[config.mk]
export PLATFORM = sky130hd
export DESIGN_NAME = mem_arbiter
export DESIGN_NICKNAME = d
export VERILOG_FILES = /design/src/rtl/mem_arb_pkg.sv /design/src/rtl/mem_arb_timer.sv /design/src/rtl/mem_arbiter.sv
export SDC_FILE = /design/constraint.sdc
export NUM_CORES = 1
export LEC_CHECK = 0
export CAP_MARGIN = 10
export CORE_UTILIZATION = 43
export CTS_CLUSTER_SIZE = 25
export DETAILED_ROUTE_END_ITERATION = 10
export PLACE_DENSITY = 0.92
export SLEW_MARGIN = 40
export SYNTH_ARGS = -nofsm -noshare
export SYNTH_HDL_FRONTEND = slang
export SYNTH_SLANG_ARGS = --single-unit
export TNS_END_PERCENT = 100
[constraint.sdc]
create_clock -name clk -period 3 [get_ports clk]
set_clock_uncertainty 0.05 [all_clocks]
set_input_delay 0.6 -clock clk [delete_from_list [all_inputs] [get_ports clk]]
set_output_delay 0.6 -clock clk [all_outputs]
set_load 0.02 [all_outputs]
[src/rtl/mem_arb_pkg.sv]
// Shared types and constants for the two-requester memory arbiter.
package mem_arb_pkg;

    // Width of the wait counter; bounds the legal timeout range to 1..255.
    localparam int unsigned TIMER_W = 8;
    localparam int unsigned DEFAULT_TIMEOUT_CYCLES = 16;

    typedef enum logic [1:0] {
        StIdle,
        StServeI,
        StServeD
    } stateT;

    typedef enum logic {
        OwnerI,
        OwnerD
    } ownerT;

endpackage

[src/rtl/mem_arb_timer.sv]
// Wait counter for an outstanding memory access, with compare against a limit.
module mem_arb_timer
    import mem_arb_pkg::*;
(
    input  logic               clk,
    input  logic               reset,
    input  logic               clear,
    input  logic               en,
    input  logic [TIMER_W-1:0] limit,
    output logic               expired
);

    logic [TIMER_W-1:0] count;

    // Count wait cycles; saturate so a stuck enable can never wrap to zero.
    always_ff @(posedge clk) begin
        if (reset || clear) begin
            count <= '0;
        end else if (en && (count != '1)) begin
            count <= count + 1'b1;
        end
    end

    assign expired = (count >= limit);

endmodule

[src/rtl/mem_arbiter.sv]
// Arbitrates a fetch port and a data port onto one shared memory port.
module mem_arbiter
    import mem_arb_pkg::*;
#(
    parameter int unsigned TIMEOUT_CYCLES = DEFAULT_TIMEOUT_CYCLES
) (
    input  logic        clk,
    input  logic        reset,
    // Fetch requester (read-only)
    input  logic        i_req,
    input  logic [31:0] i_addr,
    output logic        i_gnt,
    output logic        i_done,
    output logic        i_err,
    output logic [31:0] i_rdata,
    // Data requester
    input  logic        d_req,
    input  logic        d_we,
    input  logic [31:0] d_addr,
    input  logic [31:0] d_wdata,
    output logic        d_gnt,
    output logic        d_done,
    output logic        d_err,
    output logic [31:0] d_rdata,
    // Shared memory port
    output logic        m_req,
    output logic        m_we,
    output logic [31:0] m_addr,
    output logic [31:0] m_wdata,
    input  logic [31:0] m_rdata,
    input  logic        m_ready
);

    localparam logic [TIMER_W-1:0] Limit = TIMER_W'(TIMEOUT_CYCLES);

    stateT state;
    ownerT lastOwner;
    logic  iElig;
    logic  dElig;
    logic  grantI;
    logic  grantD;
    logic  timerClear;
    logic  timerEn;
    logic  expired;

    // Eligibility and round-robin pick; a port in its done cycle is not eligible.
    always_comb begin
        iElig      = i_req && !i_done;
        dElig      = d_req && !d_done;
        grantD     = dElig && (!iElig || (lastOwner == OwnerI));
        grantI     = iElig && !grantD;
        timerClear = (state == StIdle);
        timerEn    = (state != StIdle) && !m_ready;
    end

    mem_arb_timer u_timer (
        .clk     (clk),
        .reset   (reset),
        .clear   (timerClear),
        .en      (timerEn),
        .limit   (Limit),
        .expired (expired)
    );

    // Arbitration FSM; every output is a register updated here.
    always_ff @(posedge clk) begin
        if (reset) begin
            state     <= StIdle;
            lastOwner <= OwnerI;
            i_gnt     <= 1'b0;
            i_done    <= 1'b0;
            i_err     <= 1'b0;
            i_rdata   <= '0;
            d_gnt     <= 1'b0;
            d_done    <= 1'b0;
            d_err     <= 1'b0;
            d_rdata   <= '0;
            m_req     <= 1'b0;
            m_we      <= 1'b0;
            m_addr    <= '0;
            m_wdata   <= '0;
        end else begin
            // Grant, done and err are single-cycle pulses.
            i_gnt  <= 1'b0;
            i_done <= 1'b0;
            i_err  <= 1'b0;
            d_gnt  <= 1'b0;
            d_done <= 1'b0;
            d_err  <= 1'b0;
            unique case (state)
                StIdle: begin
                    if (grantD) begin
                        d_gnt     <= 1'b1;
                        m_req     <= 1'b1;
                        m_we      <= d_we;
                        m_addr    <= d_addr;
                        m_wdata   <= d_wdata;
                        lastOwner <= OwnerD;
                        state     <= StServeD;
                    end else if (grantI) begin
                        i_gnt     <= 1'b1;
                        m_req     <= 1'b1;
                        m_we      <= 1'b0;
                        m_addr    <= i_addr;
                        m_wdata   <= '0;
                        lastOwner <= OwnerI;
                        state     <= StServeI;
                    end
                end
                StServeI: begin
                    // A ready in the expiry cycle still wins over the abort.
                    if (m_ready) begin
                        m_req   <= 1'b0;
                        i_done  <= 1'b1;
                        i_rdata <= m_rdata;
                        state   <= StIdle;
                    end else if (expired) begin
                        m_req   <= 1'b0;
                        i_done  <= 1'b1;
                        i_err   <= 1'b1;
                        i_rdata <= '0;
                        state   <= StIdle;
                    end
                end
                StServeD: begin
                    if (m_ready) begin
                        m_req  <= 1'b0;
                        d_done <= 1'b1;
                        if (!m_we) begin
                            d_rdata <= m_rdata;
                        end
                        state <= StIdle;
                    end else if (expired) begin
                        m_req   <= 1'b0;
                        d_done  <= 1'b1;
                        d_err   <= 1'b1;
                        d_rdata <= '0;
                        state   <= StIdle;
                    end
                end
                default: state <= StIdle;
            endcase
        end
    end

endmodule

======== Word-level counts from Yosys, hierarchy flattened ========
Cells that the tools add are included.
cells by class
  order comparisons ....................... 1
  equality and inequality tests ........... 6
  bitwise gates (word level) .............. 4
  mux-type cells .......................... 26
  reductions and logical operators ........ 28
  add/subtract/negate cells ............... 1
operators with widths
  kind                   number
  $mux W32               8
  $mux W1                12
  $add A8 B1 Y8 const B  1
  $ge A8 B5 Y1 const B   1
  $mux W2                4
  $ne A8 B8 Y1 const B   1
  $reduce_bool A2 Y1     4
  $reduce_or A2 Y1       4
  $logic_and A1 B1 Y1    6
  $reduce_and A2 Y1      3
  $reduce_and A3 Y1      2
  $logic_not A1 Y1       5
  $not A1 Y1             4
  $pmux W2 S2            1
  $ne A3 B1 Y1 const B   1
  $ne A3 B3 Y1 const B   1
  $reduce_or A3 Y1       1
  $eq A2 B1 Y1 const B   1
  $eq A2 B2 Y1 const B   1
  $logic_not A2 Y1       1
  $logic_or A1 B1 Y1     2
  $ne A2 B2 Y1 const B   1
  $pmux W1 S2            1
word-level totals
  input bits .............................. 134
  word-level logic and storage cells ...... 81
  register bits ........................... 147

======== Logic depth before layout (Yosys ltp) ========
  depth in word-level cells ............... 10
  mapped depth ............................ 7
  gate-level depth less buffers ........... 6

======== Modules after synthesis ========
Synthesis repeated with hierarchy kept, for this count alone.
second synthesis, totals
  cells, all modules ...................... 560
  area, all modules ....................... 5569.1 sq um
by module, submodules not included
  module         times used  cells an instance  area an instance (sq um)  seq. area each (sq um)
  mem_arbiter    1           493                4974.8                    2782.7
  mem_arb_timer  1           67                 594.3                     160.2

======== Least setup slack after synthesis ========
Ideal clock, no wire load.
  path kind ............................... input to register
  start ................................... input m_ready
  end ..................................... register u_timer.count[5]
  data arrival time ....................... 1815 ps
  setup slack ............................. 1065 ps
  required time ........................... 2880 ps
  cell stages on the path ................. 6
  cells stage by stage .................... buf_6 > or2_0 > buf_2 > a21o_4 > or4_1 > a21oi_1
on the way
  longest elaborated chain between the ends .. 3
RTL lines
  item                    RTL line             source
  start: declaration      mem_arbiter.sv:31    input logic m_ready
  $logic_not A1 Y1        mem_arbiter.sv:53    timerEn = (state != StIdle) && !m_ready;
  $logic_and A1 B1 Y1     mem_arbiter.sv:53
  $logic_and A1 B1 Y1     mem_arb_timer.sv:19  end else if (en && (count != '1)) begin
  end signal: assignment  mem_arb_timer.sv:20  count <= count + 1'b1;
  end: declaration        mem_arb_timer.sv:13  logic [TIMER_W-1:0] count;
No other way between the ends.
A chain may end at the register's enable or synchronous reset.

======== Final worst setup path ========
  start ................................... register i_rdata[10]
  end ..................................... output i_rdata[10]
RTL lines
  item                      RTL line            source
  start: declaration        mem_arbiter.sv:15   output logic [31:0] i_rdata,
  start signal: assignment  mem_arbiter.sv:115  i_rdata <= m_rdata;
No word-level cell between the ends.

==> impl_metrics.csv <==
group,metric,value,unit
floorplanning,dieArea,12900,um2
placement,place_congestion,0.832,
worst_setup_path,critPathMaxStageDelay,0.63,ns
timing,holdWs,0.413,ns
grt,grtUsageTotal,26.9,%
floorplanning,core,12100,um2
timing,min_period,2.10,ns
clocking,clock_path_buffers,2,
status,status,"finished clean",
worst_setup_path,critical_path.slowest_cell,"clkdlybuf4s50_1",
drt,ant_nets,0,
synth,synth_seq_cells,147,
clocking,postCtsSetupRepairBufs,0,
finish,layout.area.seq,2940,um2
synth,yosys_warnings,0,
power_and_ir_drop,p_comb_share,23.1,%
run,max-cap-violations,0,
timing,fin_ws,0.903,ns
floorplanning,core.rowCount,40,
power_and_ir_drop,p_leak,3.23,nW
worst_setup_path,critical-path-top-delay-family,"buffers and inverters",
timing,rsz0062_at_grt,"no",
floorplanning,die_w,114,um
placement,dp_hpwl,12.3,mm
drt,wirelength,17.2,mm
drt,drc,0,
placement,dpl-instance-area,8160,um2
finish,area_delta_synth_final,62.7,%
grt,antenna_found_initial,0,
worst_hold_path,min_path_type,"reg -> reg",
placement,io_buffer_count,269,
finish,layout_commonest_cell,"clkdlybuf4s50_1",
clocking,htree_num_levels,4,
worst_setup_path,path_buf_inv,1,
synth,synth-seq-area-share,54.9,%
finish,utilization,72.3,%
clocking,clock-root-buffer,"clkbuf_16",
worst_setup_path,worst-path-max-fanout,2,
worst_setup_path,cp.required,2.35,ns
floorplanning,start_util,44.5,%
floorplanning,io_pins,270,
power_and_ir_drop,ir_drop,0.000353,V
power_and_ir_drop,clockPowerShare,36.4,%
clocking,cts_hold_buf,0,
finish,nets,930,
timing,slew_viol_final,0,
synth,syn_nets,682,
clocking,worst_skew_pair.late_latency,0.41,ns
finish,layout_common_cells,"267 x clkdlybuf4s50_1, 147 x dfxtp_1, 82 x nor2_1, 66 x nand2_1, 41 x a32oi_1",
grt,grt_pass1_wl,27.1,mm
drt,viasPerCell,5.52,
power_and_ir_drop,internal-power,3.84,mW
drt,dr_wl_met3,1.46,mm
clocking,clk_pin_slew_worst_paths,0.07,ns
timing,slew_headroom,61.0,%
clocking,cts_made_buffers,17,
clocking,cts_sinks,147,
timing,worst_pin_slew,0.585,ns
timing,fmax,0.477,GHz
floorplanning,fp.dieH,114,um
finish,diodes,0,
timing,hold_viol,0,
power_and_ir_drop,switchingPower,1.64,mW
synth,syn_avg_cell_area,9.89,um2
drt,wl_met1,6.53,mm
placement,place_ws,0.629,ns
timing,tns,0,ns
grt,grt-ovfl-total,0,
drt,wl_met2,8.75,mm
worst_setup_path,crit_chain,"clkdlybuf4s50_1",
synth,syn_inst,542,
synth,synth_area,5360,um2
worst_setup_path,critPathKind,"reg -> out",
finish,layout-drive-gt1-share,7.22,%
worst_setup_path,worstPathArrival,1.45,ns
worst_setup_path,worst_setup_path_start_kind,"flip-flop",
drt,wl_per_cell,17.7,um
synth,ys_types,44,
power_and_ir_drop,total_power,5.49,mW
power_and_ir_drop,p_per_area,629,nW/um2
grt,grt_max_degree,66,
timing,setup_viol,0,
drt,drtPass1Iterations,6,
power_and_ir_drop,seq_power_share,40.5,%
clocking,post_cts_resized,0,
power_and_ir_drop,p_sw_share,30.0,%
drt,routed.top_layer,"met4",
finish,final_cells,971,
grt,grt_pass1_vias,5444,
drt,vias,5358,
finish,multi_input_area,2200,um2
placement,numPlacedInstances,939,
worst_setup_path,end_kind,"output pin",
finish,stdcell_area,8720,um2
timing,fin_crit_sh,69.9,%
drt,drt_iter0_markers,469,
finish,fillCellCount,820,
clocking,cts_tree,"yes",
==> path summary, 6_finish.rpt <==
kind / start / endpoint / slack (ns) / cells after the start
setup / recovery: i_rdata[10]$_SDFFE_PP0P_ / i_rdata[10] / 0.90 / 1
hold / removal: i_rdata[0]$_SDFFE_PP0P_ / i_rdata[0]$_SDFFE_PP0P_ / 0.41 / 1
setup reg to reg: state[0]$_SDFFE_PP0P_ / u_timer.count[5]$_SDFFE_PP0P_ / 0.92 / 6
hold reg to reg: i_rdata[0]$_SDFFE_PP0P_ / i_rdata[0]$_SDFFE_PP0P_ / 0.41 / 1
==> synth_stat cells <==
master,n,area share (%)
a2111oi_0,1,0.16
a211oi_1,1,0.14
a21bo_2,1,0.19
a21boi_1,2,0.28
a21o_1,2,0.28
a21o_4,1,0.28
a21oi_1,5,0.47
a22o_1,33,5.4
a311oi_1,32,5.2
a32o_1,23,4.3
a32oi_1,41,6.7
and2b_1,1,0.14
and3_1,2,0.23
and4_1,1,0.16
buf_1,6,0.42
buf_2,9,0.84
buf_4,2,0.28
buf_6,1,0.21
clkbuf_1,34,2.4
dfxtp_1,147,55
ha_1,6,1.4
inv_1,6,0.42
mux2i_1,1,0.19
nand2_1,66,4.6
nand2b_1,6,0.70
nand3_1,2,0.19
nor2_1,84,5.9
nor2b_1,2,0.23
nor3_1,2,0.19
nor3b_1,1,0.14
nor4_1,1,0.12
nor4b_1,1,0.16
o211ai_1,1,0.14
o21ai_1,1,0.093
o21ai_2,1,0.16
o31ai_1,3,0.42
o32ai_1,2,0.33
o41ai_1,1,0.16
or2_0,1,0.12
or2_2,1,0.12
or3_1,1,0.12
or4_1,2,0.28
or4_4,1,0.21
xnor2_1,4,0.65
==> state kept, by name (all words and copies together) (netlist names) <==
register       cells
d_rdata           32
i_rdata           32
m_addr            32
m_wdata           32
u_timer.count      8
state              2
d_done             1
d_err              1
d_gnt              1
i_done             1
i_err              1
i_gnt              1
lastOwner          1
m_req              1
m_we               1
==> power by group through the flow <==
stage	Combinational, mW	Clock (mW)	Sequential (mW)
after floorplan	0.433	0	2.44
after global placement	1.23	0	2.25
after detailed placement	1.27	0	2.26
after CTS	1.27	2.01	2.22
after global routing	1.35	2.11	2.24
final	1.27	1.99	2.22
==> final cells by class <==
| type | count | share of cell area (%) |
|---|---|---|
| inverters | 6 | 0.258 |
| repair buffers | 281 | 31.9 |
| clock buffers | 18 | 5.04 |
| well taps | 168 | 2.41 |
| multi-input cells | 337 | 25.3 |
| flip-flops and latches | 147 | 33.7 |
| clock inverters | 14 | 1.36 |
==> cell families (layout without fill, tap and decap cells) <==
| logic type | after synthesis | after routing | synth area share [%] |
|---|---|---|---|
| DFF | 147 | 147 | 54.9 |
| xor gates and xnor gates | 4 | 4 | 0.653 |
| adders and majority gates | 6 | 6 | 1.40 |
| AOI/OAI and AO/OA | 151 | 151 | 24.7 |
| buffers and inverters | 58 | 319 | 4.55 |
| muxes | 1 | 1 | 0.187 |
| and+or+nand+nor | 175 | 175 | 13.6 |
==> metal layers <==
| layer | GRT usage (%) | vias to the layer above |
|---|---|---|
| met3 | 8.45 | 35 |
| met1 | 29.2 | 2535 |
| li1 | - | 2508 |
| met4 | 12.5 | 0 |
| met5 | 0 | - |
| met2 | 47.7 | 280 |
No activity file was read; power rests on OpenSTA's default activity.
